--- src/rtl/program_counter_ctx.sv ---
// rtl/program_counter_ctx.sv - multi-context program counter with per-context saved PC and execution quantum.
// Optional macro PC_QUANTUM_AUTO_EN: automatic round-robin switch when the quantum expires.
module program_counter_ctx #(
  parameter int ADDR_W    = 32,
  parameter int NCTX      = 4,
  parameter int QUANTUM_W = 5,
  parameter int QUANTUM   = 20,
  parameter int RESET_PC  = 0,
  parameter int CTX_W     = $clog2(NCTX)
) (
  input  logic                 Clock,
  input  logic                 Reset,
  input  logic                 j,
  input  logic                 jr,
  input  logic                 branch,
  input  logic                 zero,
  input  logic [ADDR_W-1:0]    AddressJump,
  input  logic                 Halt,
  input  logic                 exec_proc,
  input  logic                 ctx_switch,
  input  logic [CTX_W-1:0]     ctx_next,
  input  logic                 ctx_load,
  input  logic [CTX_W-1:0]     ctx_load_id,
  input  logic [ADDR_W-1:0]    pc_in,
  output logic [ADDR_W-1:0]    pc_out,
  output logic [CTX_W-1:0]     ctx_cur,
  output logic [QUANTUM_W-1:0] pc_counter,
  output logic                 quantum_expired
);

  localparam logic [ADDR_W-1:0]    PC_RST = ADDR_W'(RESET_PC);
  localparam logic [QUANTUM_W-1:0] Q_MAX  = QUANTUM_W'(QUANTUM);

  logic [ADDR_W-1:0]    pc_q;
  logic [ADDR_W-1:0]    saved_pc [NCTX];

  logic                 tk;
  logic                 adv;
  logic [ADDR_W-1:0]    npc;
  logic                 do_switch;
  logic [CTX_W-1:0]     sw_tgt;
  logic                 load_hits_tgt;
  logic                 load_hits_cur;
  logic                 cnt_step;
  logic [ADDR_W-1:0]    pc_nxt;
  logic [CTX_W-1:0]     ctx_nxt;
  logic [QUANTUM_W-1:0] cnt_nxt;
  logic                 flag_nxt;

  always_comb begin
    tk  = (branch && zero) || j || jr;
    adv = tk || !Halt;
    if (tk)
      npc = AddressJump;
    else if (Halt)
      npc = pc_q;
    else
      npc = pc_q + ADDR_W'(1);
  end

  // An explicit request always beats the automatic round-robin target.
  always_comb begin
`ifdef PC_QUANTUM_AUTO_EN
    do_switch = ctx_switch || quantum_expired;
    sw_tgt    = ctx_switch ? ctx_next : ctx_cur + CTX_W'(1);
`else
    do_switch = ctx_switch;
    sw_tgt    = ctx_next;
`endif
    load_hits_tgt = ctx_load && (ctx_load_id == sw_tgt);
    load_hits_cur = ctx_load && (ctx_load_id == ctx_cur);
    cnt_step      = exec_proc && adv && (pc_counter < Q_MAX);
  end

  always_comb begin
    pc_nxt   = npc;
    ctx_nxt  = ctx_cur;
    cnt_nxt  = pc_counter;
    flag_nxt = quantum_expired;
    if (do_switch) begin
      ctx_nxt  = sw_tgt;
      cnt_nxt  = '0;
      flag_nxt = 1'b0;
      // Switching to self keeps the just-committed npc rather than the stale save.
      if (load_hits_tgt)
        pc_nxt = pc_in;
      else if (sw_tgt == ctx_cur)
        pc_nxt = npc;
      else
        pc_nxt = saved_pc[sw_tgt];
    end else if (load_hits_cur) begin
      pc_nxt  = pc_in;
      cnt_nxt = '0;
    end else if (cnt_step) begin
      cnt_nxt  = pc_counter + QUANTUM_W'(1);
      flag_nxt = quantum_expired || (cnt_nxt == Q_MAX);
    end
  end

  always_ff @(posedge Clock) begin
    if (Reset) begin
      pc_q            <= PC_RST;
      ctx_cur         <= '0;
      pc_counter      <= '0;
      quantum_expired <= 1'b0;
      for (int i = 0; i < NCTX; i++)
        saved_pc[i] <= PC_RST;
    end else begin
      pc_q            <= pc_nxt;
      ctx_cur         <= ctx_nxt;
      pc_counter      <= cnt_nxt;
      quantum_expired <= flag_nxt;
      if (do_switch)
        saved_pc[ctx_cur] <= npc;
      // Ordered after the save so a load of the outgoing context wins.
      if (ctx_load)
        saved_pc[ctx_load_id] <= pc_in;
    end
  end

  assign pc_out = pc_q;

endmodule
--- config.mk ---
export PLATFORM = sky130hd
export DESIGN_NAME = program_counter_ctx
export DESIGN_NICKNAME = d
export VERILOG_FILES = /design/src/rtl/program_counter_ctx.sv
export SDC_FILE = /design/constraint.sdc
export NUM_CORES = 1
export LEC_CHECK = 0
export CAP_MARGIN = 20
export CORE_MARGIN = 5
export CORE_UTILIZATION = 50
export DETAILED_ROUTE_END_ITERATION = 8
export PLACE_DENSITY_LB_ADDON = 0.3
export SETUP_SLACK_MARGIN = 0.3
export SLEW_MARGIN = 15
export SYNTH_ARGS = -nofsm -noshare
export SYNTH_HDL_FRONTEND = slang
export SYNTH_SLANG_ARGS = --single-unit
--- constraint.sdc ---
create_clock -name Clock -period 4.9 [get_ports Clock]
set_input_delay 0.98 -clock Clock [delete_from_list [all_inputs] [get_ports Clock]]
set_output_delay 0.98 -clock Clock [all_outputs]
set_load 0.02 [all_outputs]
=== Yosys cells after proc, flatten, opt, wreduce, memory -nomap -nowiden ===
Memories as Yosys holds them, arrays and structs flattened.
Index checks and enable logic that the tools add are counted.

* Register bits after elaboration: 40
* Latch bits: 0
* Memory bits (writable): 128
* ROM bits: 0
* Input bits: 78
* Output and inout bits: 40
* Logic and storage cells: 48
* Memories: 1

* Add/sub/neg operators: 2
* Multipliers: 0
* Div/mod/pow operators: 0
* Order comparisons: 1
* Eq/ne operators: 4
* Shift-type cells: 0
* Muxes and demuxes: 20
* Bitwise logic cells: 1
* Reduce and logical (&&, ||, !) cells: 15

{| class="wikitable"
|+ Memories
! memory !! words !! width !! read ports !! clocked after memory_dff !! wr ports !! RTL line !! text
|-
| saved_pc || 4 || 32 || 1 || 0 || 4 || 35 || <nowiki>logic [ADDR_W-1:0] saved_pc [NCTX];</nowiki>
|}

{| class="wikitable"
|+ Operators by type and width
! cell !! number
|-
| 32-bit two-way mux || 8
|-
| 32-bit OR reduction || 2
|-
| 32-bit by 1-bit adder with 32-bit output, second input constant || 1
|-
| 1-bit two-way mux || 10
|-
| 2-bit == test || 3
|-
| 5-bit by 1-bit adder with 5-bit output, second input constant || 1
|-
| 5-bit == test, second input constant || 1
|-
| 1-bit logical AND || 5
|-
| 5-bit < comparator, second input constant || 1
|-
| 1-bit logical OR || 4
|-
| 2-bit two-way mux || 2
|-
| 3-bit OR reduction || 1
|-
| 2-bit AND reduction || 1
|-
| 2-bit OR reduction || 1
|-
| 1-bit logical NOT || 1
|-
| 1-bit NOT || 1
|}

=== Depth between registers and ports, before layout ===
Gate-level depths: netlist of the first run.

* Depth after elaboration: 7
* Depth in mapped cells: 9

=== Worst setup path before layout of the first run ===
OpenSTA, ideal clock, no wires.

* Kind: input port to flip-flop
* From: in Halt
* To: reg pc_q[31] (netlist: pc_out[31])
* Library setup time: 0.117 ns
* Arrival time: 2.885 ns
* Setup slack: 1.898 ns
* Cell stages on the path: 7
* Buffers on the path: 1
* Cells stage by stage: buf_2 nand3b_4 or4_4 or4_1 a31oi_2 o22ai_1 a22o_1

* Word-level cells in the longest chain between the ends: 5
* Elaborated cells between the ends (all ways): 6
* Classes of those cells: mux: 6

{| class="wikitable"
|+ Ends and longest elaborated chain
! element !! RTL line !! text
|-
| from (decl) || 18 || <nowiki>input logic Halt,</nowiki>
|-
| 32-bit two-way mux * || 55 || <nowiki>else if (Halt)</nowiki>
|-
| 32-bit two-way mux * || 53 || <nowiki>if (tk)</nowiki>
|-
| 32-bit two-way mux || 87 || <nowiki>else if (sw_tgt == ctx_cur)</nowiki>
|-
| 32-bit two-way mux || 85 || <nowiki>if (load_hits_tgt)</nowiki>
|-
| 32-bit two-way mux * || 80 || <nowiki>if (do_switch) begin</nowiki>
|-
| to (signal assigned) || 109 || <nowiki>pc_q <= pc_nxt;</nowiki>
|-
| to (decl) || 34 || <nowiki>logic [ADDR_W-1:0] pc_q;</nowiki>
|}

Every way passes the cells marked *; elsewhere a longest branch is shown, timed or not.
A chain may end at the register's enable or synchronous reset.

=== Worst setup path in the final report of the first run ===
Same ends and word-level chain as after synthesis.

==> results.sh, run 1 <==
export IMPL_max_freq_mhz=294.8
export IMPL_slew_headroom=0.4253
export IMPL_seqPwrFrac=0.454
export IMPL_leakagePower_nw=4.240
export IMPL_area_growth_pct=23.17
export IMPL_finalCritPeriodShare=0.6923
export IMPL_cts_made_buffers=17
export IMPL_antenna_found_initial=0
export IMPL_grt_setup_unrepaired="no"
export IMPL_chipWidth_um=147.3
export IMPL_min_from="quantum_expired"
export IMPL_io_pins=118
export IMPL_postCtsHoldBufs=0
export IMPL_worst_slew_pin_slew_ns=0.8563
export IMPL_grt_pass1_vias=8156
export IMPL_whs_path_depth=2
export IMPL_synth_top_area_cell="edfxtp_1"
export IMPL_reg2reg_slack_ns=2.19
export IMPL_drc=0
export IMPL_core_area_um2=18640
export IMPL_skew_ns=0.01070
export IMPL_wl_um=31070
export IMPL_status="finished clean"
export IMPL_swShare=0.2742
export IMPL_diodes=0
export IMPL_powerDensity_nw_per_um2=329.3
export IMPL_rows=50
export IMPL_cts_max_level=4
export IMPL_r2r_end="pc_out[24]"
export IMPL_worstSetupStartpointType="input port"
export IMPL_intPower_mw=2.776
export IMPL_num_vias=8218
export IMPL_pre_cts_ws_ns=1.148
export IMPL_dp_cells=1192
export IMPL_r2r_start="pc_out[10]"
export IMPL_path_max_fanout=8
export IMPL_clockRootBuffer="clkbuf_16"
export IMPL_r2r_cells=6
export IMPL_pwr_share_clk=0.366
export IMPL_cts_tree="built"
export IMPL_final_nets=1058
export IMPL_via_per_inst=6.714
export IMPL_synth_top_cell_area_share=0.4076
export IMPL_dieArea_um2=21700
export IMPL_place_congestion=0.8939
export IMPL_drive_gt1_frac=0.1404
export IMPL_clock_sinks=168
export IMPL_fin_cells=1224
export IMPL_synth_seq_cells=168
export IMPL_wl_per_cell_um=25.38
export IMPL_p_sw_mw=1.049
export IMPL_worst_slack_ns=1.508
export IMPL_hold_violations=0
export IMPL_overflow=0
export IMPL_ys_types=56
export IMPL_async_flop_share=0
export IMPL_cts_clk_slew_worst_paths_ns=0.07
export IMPL_die_h_um=147.3
export IMPL_grtUsageTotal=0.2872
export IMPL_dp_hpwl_um=20590
export IMPL_grt_pass1_wl_um=47440
export IMPL_arrival_ns=3.72
export IMPL_finalSetupViolCount=0
export IMPL_post_cts_buffers=0
export IMPL_synth_cell_area_um2=9429
export IMPL_first_iter_violations=1187
export IMPL_vdd_drop_max_mv=0.2735
export IMPL_fillCellCount=1526
export IMPL_grt_max_degree=38
export IMPL_critical_path_class="input port to flop"
export IMPL_maxSlewViolCount=0
export IMPL_ys_top_cells_by_area="edfxtp_1, dfxtp_1, a22o_1, mux4_2, nand2_1"
export IMPL_portBuffers=117
export IMPL_ant_nets=0
export IMPL_yosysSeqAreaShare=0.4926
export IMPL_ctsResizeCount=0
export IMPL_final_core_util=0.6230
export IMPL_synth_nets=951
export IMPL_synth_avg_cell_area_um2=10.84
export IMPL_synth_warnings=0
export IMPL_netlist_instances=870
export IMPL_fin_crit_ns=3.392
export IMPL_start_util=0.5058
export IMPL_p_comb_frac=0.181
export IMPL_maxCapViolCount=0
export IMPL_hold_path_class="flop to flop"
export IMPL_cts_buffer_depth=2
export IMPL_drt_pass1_iterations=6
export IMPL_setup_tns_final_ns=0
export IMPL_required_ns=5.23
export IMPL_holdPathEnd="quantum_expired"
export IMPL_synth_edf_count=128
export IMPL_synth_ff_type="edfxtp_1"
export IMPL_insertion_delay_ns=0.44
export IMPL_critPathCaptureType="flop"
==> cells by family (layout without fill, tap and decap cells) <==
kind of cell | Yosys count | after routing | share of synthesized area
DFF | 168 | 168 | 0.4926
adders and majority gates | 3 | 3 | 0.003981
AOI/OAI and AO/OA | 259 | 259 | 0.1964
and+or+nand+nor | 278 | 278 | 0.1424
xor gates and xnor gates | 37 | 37 | 0.03437
buffers and inverters | 71 | 191 | 0.02933
muxes | 54 | 54 | 0.1010
==> per-layer routing <==
layer | wire length (um) | vias up | track usage
met2 | 14230 | 589 | 0.4431
met5 | 0 | - | 0
met4 | 1072 | 0 | 0.1221
met1 | 11990 | 3952 | 0.3895
met3 | 3777 | 91 | 0.07033
li1 | - | 3586 | -
==> worst max-delay path, stage by stage <==
cell,delay (ns)
clkdlybuf4s50_1,0.62
nand3b_4,0.29
or4_4,0.57
or4_1,0.51
a31oi_2,0.41
o22ai_1,0.16
a22o_1,0.18
==> area by class of cell <==
cell class	count	area (um^2)	area share
flip-flops and latches	168	4644	0.3999
multi-input cells	631	4548	0.3916
repair buffers	157	1511	0.1301
clock buffers	18	439.2	0.03782
well taps	234	292.8	0.02521
clock inverters	14	170.2	0.01465
inverters	2	7.507	0.0006464
==> registers in the layout (all words and copies together) (netlist names) <==
signal	cells
ctx_cur	2
pc_counter	5
pc_out	32
quantum_expired	1
saved_pc	128
==> power by group through the flow <==
stage                     Combinational, mW  Clock (mW)  Sequential, mW
final                                 0.690        1.40            1.74
after global placement                0.665           0            1.76
after global routing                  0.735        1.45            1.75
after detailed placement              0.675           0            1.76
after floorplan                       0.345           0            1.78
after CTS                             0.681        1.40            1.73
==> per-stage QoR <==
step | hold WS (ns) | instance area, um^2 | total power [mW]
3_3_place_gp | 0.5061 | 11000 | 2.425
3_5_place_dp | 0.5152 | 11000 | 2.439
2_1_floorplan | 0.5924 | 9429 | 2.120
4_1_cts | 0.5315 | 11610 | 3.817
5_1_grt | 0.5385 | 11610 | 3.933
6_report | 0.5282 | 11610 | 3.825
==> how the worst max path moves through the flow <==
stage                      endpoint  slack, ns  startpoint
floorplan                pc_out[31]       1.90        Halt
global placement         pc_out[31]       1.19        Halt
detailed placement       pc_out[31]       1.15        Halt
CTS                      pc_out[31]       1.57        Halt
global route        saved_pc[0][16]       1.37        Halt
finish                   pc_out[31]       1.51        Halt
==> placed cells by master, fill, tap and decap left out, drive strengths merged, types with 9 or more instances in the layout <==
cell type	n
a21oi	24
nand3	16
or3	12
clkdlybuf4s50	115
xnor2	22
dfxtp	40
nand2	107
edfxtp	128
buf	42
mux2i	13
o211ai	10
a221o	10
nor2	63
nor3	18
mux2	9
mux4	32
o21ai	75
and3	9
xor2	15
a22o	87
nand4	11
clkbuf	18
==> Yosys cell counts (9+ instances only) <==
| cell type | instances |
|---|---|
| edfxtp_1 | 128 |
| a22o_1 | 87 |
| xnor2_1 | 22 |
| a221o_1 | 10 |
| or3_1 | 12 |
| mux4_2 | 32 |
| nand4_1 | 9 |
| nand3_1 | 16 |
| mux2i_1 | 13 |
| a21oi_1 | 24 |
| dfxtp_1 | 40 |
| nand2_1 | 107 |
| o211ai_1 | 10 |
| o21ai_0 | 68 |
| clkbuf_1 | 55 |
| mux2_2 | 9 |
| xor2_1 | 15 |
| nor2_1 | 63 |
| nor3_1 | 18 |
Note: power is estimated with default switching activity, not from simulation.
==> inputs of run 2 (changes only) <==
- clock period: 4.9 -> 3.3 ns (I/O delays scaled with it)
==> run 2 against run 1 <==
  * Routed wire length increased by 0.13%
  * Clock skew is 0.0018 ns lower
  * Cell count rose by 2.2%
  * Highest routed layer is now met5
  * Via count increased by 1.6%
  * Total power rose by 53%
  * Non-clock buffer count up 27
  * Sequential cell count is the same
  * Count of clock-buffer cells in the layout unchanged
  * Hold slack lost 0.023 ns
  * Combinational power up 54%
  * Final area increased by 2.2%
==> results.sh, run 2 (same netlist as run 1, synthesis figures left out) <==
export IMPL_status="finished clean"
export IMPL_drive_gt1_frac=0.1622
export IMPL_clockRootBuffer="clkbuf_16"
export IMPL_hold_violations=0
export IMPL_num_vias=8348
export IMPL_pre_cts_ws_ns=0.1077
export IMPL_grt_pass1_wl_um=47480
export IMPL_p_comb_frac=0.181
export IMPL_postCtsHoldBufs=0
export IMPL_dieArea_um2=21700
export IMPL_finalSetupViolCount=0
export IMPL_grtUsageTotal=0.2876
export IMPL_via_per_inst=6.673
export IMPL_antenna_found_initial=1
export IMPL_intPower_mw=4.260
export IMPL_ctsResizeCount=0
export IMPL_overflow=0
export IMPL_first_iter_violations=952
export IMPL_grt_setup_unrepaired="no"
export IMPL_powerDensity_nw_per_um2=493.7
export IMPL_leakagePower_nw=4.390
export IMPL_path_max_fanout=5
export IMPL_dp_cells=1219
export IMPL_wl_per_cell_um=24.87
export IMPL_drt_pass1_iterations=7
export IMPL_portBuffers=117
export IMPL_cts_clk_slew_worst_paths_ns=0.07
export IMPL_worst_slew_pin_slew_ns=1.035
export IMPL_final_nets=1085
export IMPL_hold_path_class="flop to flop"
export IMPL_fin_crit_ns=2.831
export IMPL_start_util=0.5058
export IMPL_largest_reg_flops=128
export IMPL_swShare=0.2731
export IMPL_rows=50
export IMPL_maxSlewViolCount=0
export IMPL_core_area_um2=18640
export IMPL_worstSetupStartpointType="input port"
export IMPL_mostFrequentLayoutCells="edfxtp_1, clkdlybuf4s50_1, nand2_1"
export IMPL_p_sw_mw=1.600
export IMPL_cp_top_family="simple AND/OR/NAND/NOR gates"
export IMPL_critPathBufInv=2
export IMPL_cp_cell_sequence="clkdlybuf4s50_1 > nand4b_1 > or4_1 > buf_4 > xor2_1 > nor2_1 > a21oi_1 > o21ai_0"
export IMPL_dp_hpwl_um=21370
export IMPL_critPathCaptureType="flop"
export IMPL_cts_buffer_depth=2
export IMPL_io_pins=118
export IMPL_chipWidth_um=147.3
export IMPL_diodes=0
export IMPL_setup_tns_final_ns=0
export IMPL_skew_ns=0.008852
export IMPL_cts_tree="built"
export IMPL_vdd_drop_max_mv=0.3847
export IMPL_fin_cells=1251
export IMPL_wl_um=31110
export IMPL_worst_slack_ns=0.4687
export IMPL_place_congestion=0.9172
export IMPL_pwr_share_clk=0.379
export IMPL_seqPwrFrac=0.440
export IMPL_ant_nets=0
export IMPL_grt_max_degree=38
export IMPL_grt_pass1_vias=8056
export IMPL_clock_sinks=168
export IMPL_insertion_delay_ns=0.44
export IMPL_drc=0
export IMPL_cts_made_buffers=17
export IMPL_critical_path_class="input port to flop"
export IMPL_fillCellCount=1447
export IMPL_slew_headroom=0.3076
export IMPL_post_cts_buffers=0
export IMPL_arrival_ns=3.00
export IMPL_final_common_cell="edfxtp_1"
export IMPL_max_freq_mhz=353.2
export IMPL_finalCritPeriodShare=0.8580
export IMPL_slowest_stage="or4_1"
export IMPL_cpPeakStageDelay_ns=0.58
export IMPL_die_h_um=147.3
export IMPL_cts_max_level=4
export IMPL_required_ns=3.47
export IMPL_max_flop_register="saved_pc"
export IMPL_maxCapViolCount=0
export IMPL_area_growth_pct=25.88
-- run 2: power groups by stage --
stage	logic, mW	registers (mW)	clock network [mW]
floorplan	0.512	2.64	0
global placement	1.02	2.61	0
detailed placement	1.04	2.62	0
CTS	1.05	2.57	2.23
global route	1.13	2.59	2.34
finish	1.06	2.58	2.22
-- run 2: per-layer routing --
metal,share of wire,wire (um),vias up,GRT usage
met4,0.023,712,2,0.1076
li1,-,-,3637,-
met3,0.12,3886,59,0.07495
met5,0.00042,13,-,0
met1,0.39,11990,4025,0.3943
met2,0.47,14510,625,0.4429
-- run 2: area by class of cell --
cell class	instances	area, um^2	area share
multi-input cells	631	4543	0.3828
repair buffers	184	1727	0.1455
well taps	234	292.8	0.02467
clock inverters	14	203.9	0.01718
flip-flops and latches	168	4644	0.3913
inverters	2	7.507	0.0006325
clock buffers	18	450.4	0.03795
-- run 2: worst reg2reg max path, stage by stage (launching register included) --
cell and delay [ns]:
dfxtp_1 0.49, nand4_2 0.21, or4_1 0.70, or4_4 0.58
o221ai_2 0.34, o22ai_1 0.15, a22o_1 0.19
-- run 2: path summary, 6_finish.rpt --
kind,start,end,slack [ns],cells past startpoint
worst min register to register,quantum_expired,quantum_expired,0.51,2
worst max register to register,pc_out[10],pc_out[24],0.54,6
worst min-delay path,quantum_expired,quantum_expired,0.51,2
worst max-delay path,Halt,saved_pc[0][10],0.47,8
-- run 2: through the flow --
step                hold slack, ns  utilization  area (um^2)  power [mW]
global placement            0.4794       0.6015        11210       3.636
CTS                         0.5130       0.6366        11870       5.851
floorplan                   0.5924            -         9429       3.147
finish                      0.5052       0.6366        11870       5.860
global route                0.5693       0.6366        11870       6.053
detailed placement          0.4954       0.6015        11210       3.658
==> inputs of run 3 (changes only) <==
- GPL_TIMING_DRIVEN: default -> 0
==> run 3 against run 2 <==
  * Critical path depth decreased by 1
  * Hold slack better by 0.022 ns
  * Routed wire length grew 5.0%
  * Clock skew about the same
  * Worst setup slack worse by 0.14 ns
  * First-iteration DRC count increased by 47%
  * Via count is 2.3% higher
  * Register-to-register slack got worse by 0.21 ns
  * Sequential cell count unchanged
  * Die area unchanged
  * Global-route usage is 1.2 points higher
  * Critical endpoint is now pc_out[22]
  * Clock power fell by 16%
==> results.sh, run 3 (same netlist as run 1, synthesis figures left out) <==
export IMPL_start_util=0.5058
export IMPL_insertion_delay_ns=0.44
export IMPL_worstSetupStartpoint="ctx_cur[0]"
export IMPL_dp_cells=1220
export IMPL_drt_pass1_iterations=6
export IMPL_clock_sinks=168
export IMPL_via_per_inst=6.804
export IMPL_core_area_um2=18640
export IMPL_die_h_um=147.3
export IMPL_worst_slew_pin_slew_ns=1.161
export IMPL_antenna_found_initial=0
export IMPL_required_ns=3.63
export IMPL_finalCritPeriodShare=0.9005
export IMPL_powerDensity_nw_per_um2=475.3
export IMPL_cp_endpoint="pc_out[22]"
export IMPL_r2r_cells=7
export IMPL_r2r_end="pc_out[22]"
export IMPL_seqCellArea_um2=4646
export IMPL_cts_buffer_depth=2
export IMPL_first_iter_violations=1403
export IMPL_final_nets=1089
export IMPL_grt_pass1_wl_um=48920
export IMPL_cts_tree="built"
export IMPL_area_growth_pct=22.64
export IMPL_arrival_ns=3.30
export IMPL_portBuffers=111
export IMPL_largest_reg_flops=128
export IMPL_ant_nets=0
export IMPL_leakagePower_nw=4.157
export IMPL_chipWidth_um=147.3
export IMPL_wl_um=32660
export IMPL_slew_headroom=0.2231
export IMPL_cts_made_buffers=17
export IMPL_overflow=0
export IMPL_maxSlewViolCount=0
export IMPL_drc=0
export IMPL_critPathCaptureType="flop"
export IMPL_critical_path_class="flop to flop"
export IMPL_dieArea_um2=21700
export IMPL_worstSetupStartpointType="flop"
export IMPL_fin_crit_ns=2.972
export IMPL_pre_cts_ws_ns=-0.6374
export IMPL_diodes=0
export IMPL_max_flop_register="saved_pc"
export IMPL_dp_hpwl_um=22760
export IMPL_vdd_drop_max_mv=0.3446
export IMPL_drive_gt1_frac=0.1175
export IMPL_num_vias=8539
export IMPL_hold_violations=0
export IMPL_mostFrequentLayoutCells="edfxtp_1, clkdlybuf4s50_1, nand2_1"
export IMPL_grtUsageTotal=0.2993
export IMPL_rows=50
export IMPL_io_pins=118
export IMPL_fillCellCount=1523
export IMPL_fin_cells=1255
export IMPL_skew_ns=0.009294
export IMPL_r2r_start="ctx_cur[0]"
export IMPL_cts_clk_slew_worst_paths_ns=0.07
export IMPL_holdWs_ns=0.5274
export IMPL_maxCapViolCount=0
export IMPL_status="finished clean"
export IMPL_grt_pass1_vias=8185
export IMPL_cts_max_level=4
export IMPL_setup_tns_final_ns=0
export IMPL_final_common_cell="edfxtp_1"
export IMPL_worst_slack_ns=0.3284
export IMPL_path_max_fanout=10
export IMPL_hold_path_class="flop to flop"
export IMPL_multiInputGateArea_um2=4552
export IMPL_finalPower_mw=5.497
export IMPL_grt_setup_unrepaired="no"
export IMPL_postCtsHoldBufs=0
export IMPL_wl_per_cell_um=26.02
export IMPL_finalSetupViolCount=0
export IMPL_place_congestion=0.9482
export IMPL_clockRootBuffer="clkbuf_16"
export IMPL_max_freq_mhz=336.5
export IMPL_reg2reg_slack_ns=0.33
export IMPL_grt_max_degree=23
## run 3: cell count changes in the layout (fill, tap and decap cells not counted), moves of 4 or more
| cell | previous run | this run |
|---|---|---|
| buf_4 | 62 | 3 |
| clkbuf_1 | 0 | 48 |
| buf_2 | 2 | 9 |
| clkbuf_2 | 0 | 7 |
| buf_1 | 0 | 6 |
| buf_12 | 5 | 1 |
| bufinv_16 | 4 | 0 |
| clkdlybuf4s50_1 | 115 | 111 |
| clkinv_4 | 0 | 4 |
| nor2b_1 | 2 | 6 |
| nor2b_2 | 4 | 0 |
## run 3: worst min path at each step
stage                                 end             from  cells after the start
after CTS                 quantum_expired  quantum_expired                      2
after floorplan           quantum_expired  quantum_expired                      2
after detailed placement  quantum_expired  quantum_expired                      2
after global routing      quantum_expired  quantum_expired                      2
final                     quantum_expired  quantum_expired                      2
after global placement    quantum_expired  quantum_expired                      2
## run 3: what timing repair did
item,4_1_cts,5_1_grt
cloned,0,0
endpoints found under the setup margin,47,97
pin swaps,0,1
resized for setup,4,16
setup buffers,0,2
## run 3: through the flow
stage | instance area (um^2) | utilization
after detailed placement | 10960 | 0.5879
after global routing | 11560 | 0.6203
after floorplan | 9429 | -
final | 11560 | 0.6203
after CTS | 11510 | 0.6175
after global placement | 10830 | 0.5811
## run 3: worst max-delay path, stage by stage (launching register included)
cell	delay, ns
dfxtp_1	0.35
clkbuf_1	0.31
xor2_1	0.15
nor2_1	0.64
clkbuf_2	0.44
buf_1	0.55
a21oi_1	0.14
a221o_1	0.28
## run 3: where the power goes
part | total [mW] | internal, mW | switching (mW)
Clock | 1.87 | 0.989 | 0.882
Sequential | 2.57 | 2.45 | 0.116
Combinational | 1.06 | 0.452 | 0.605
## run 3: area by class of cell
| cell class | count | share of cell area |
|---|---|---|
| Inverter | 2 | 0.0006492 |
| Sequential cell | 168 | 0.4018 |
| Tap cell | 234 | 0.02532 |
| Clock buffer | 19 | 0.03830 |
| Clock inverter | 13 | 0.008440 |
| Timing Repair Buffer | 119 | 0.1073 |
| Multi-Input combinational cell | 631 | 0.3936 |
| Buffer | 69 | 0.02456 |
## run 3: routing by layer
| layer | GRT usage | vias to the layer above | wire length (um) |
|---|---|---|---|
| met2 | 0.4691 | 736 | 14840 |
| met5 | 0 | - | 0 |
| li1 | - | 3661 | - |
| met4 | 0.1025 | 0 | 1200 |
| met1 | 0.4005 | 4030 | 11770 |
| met3 | 0.08853 | 112 | 4852 |
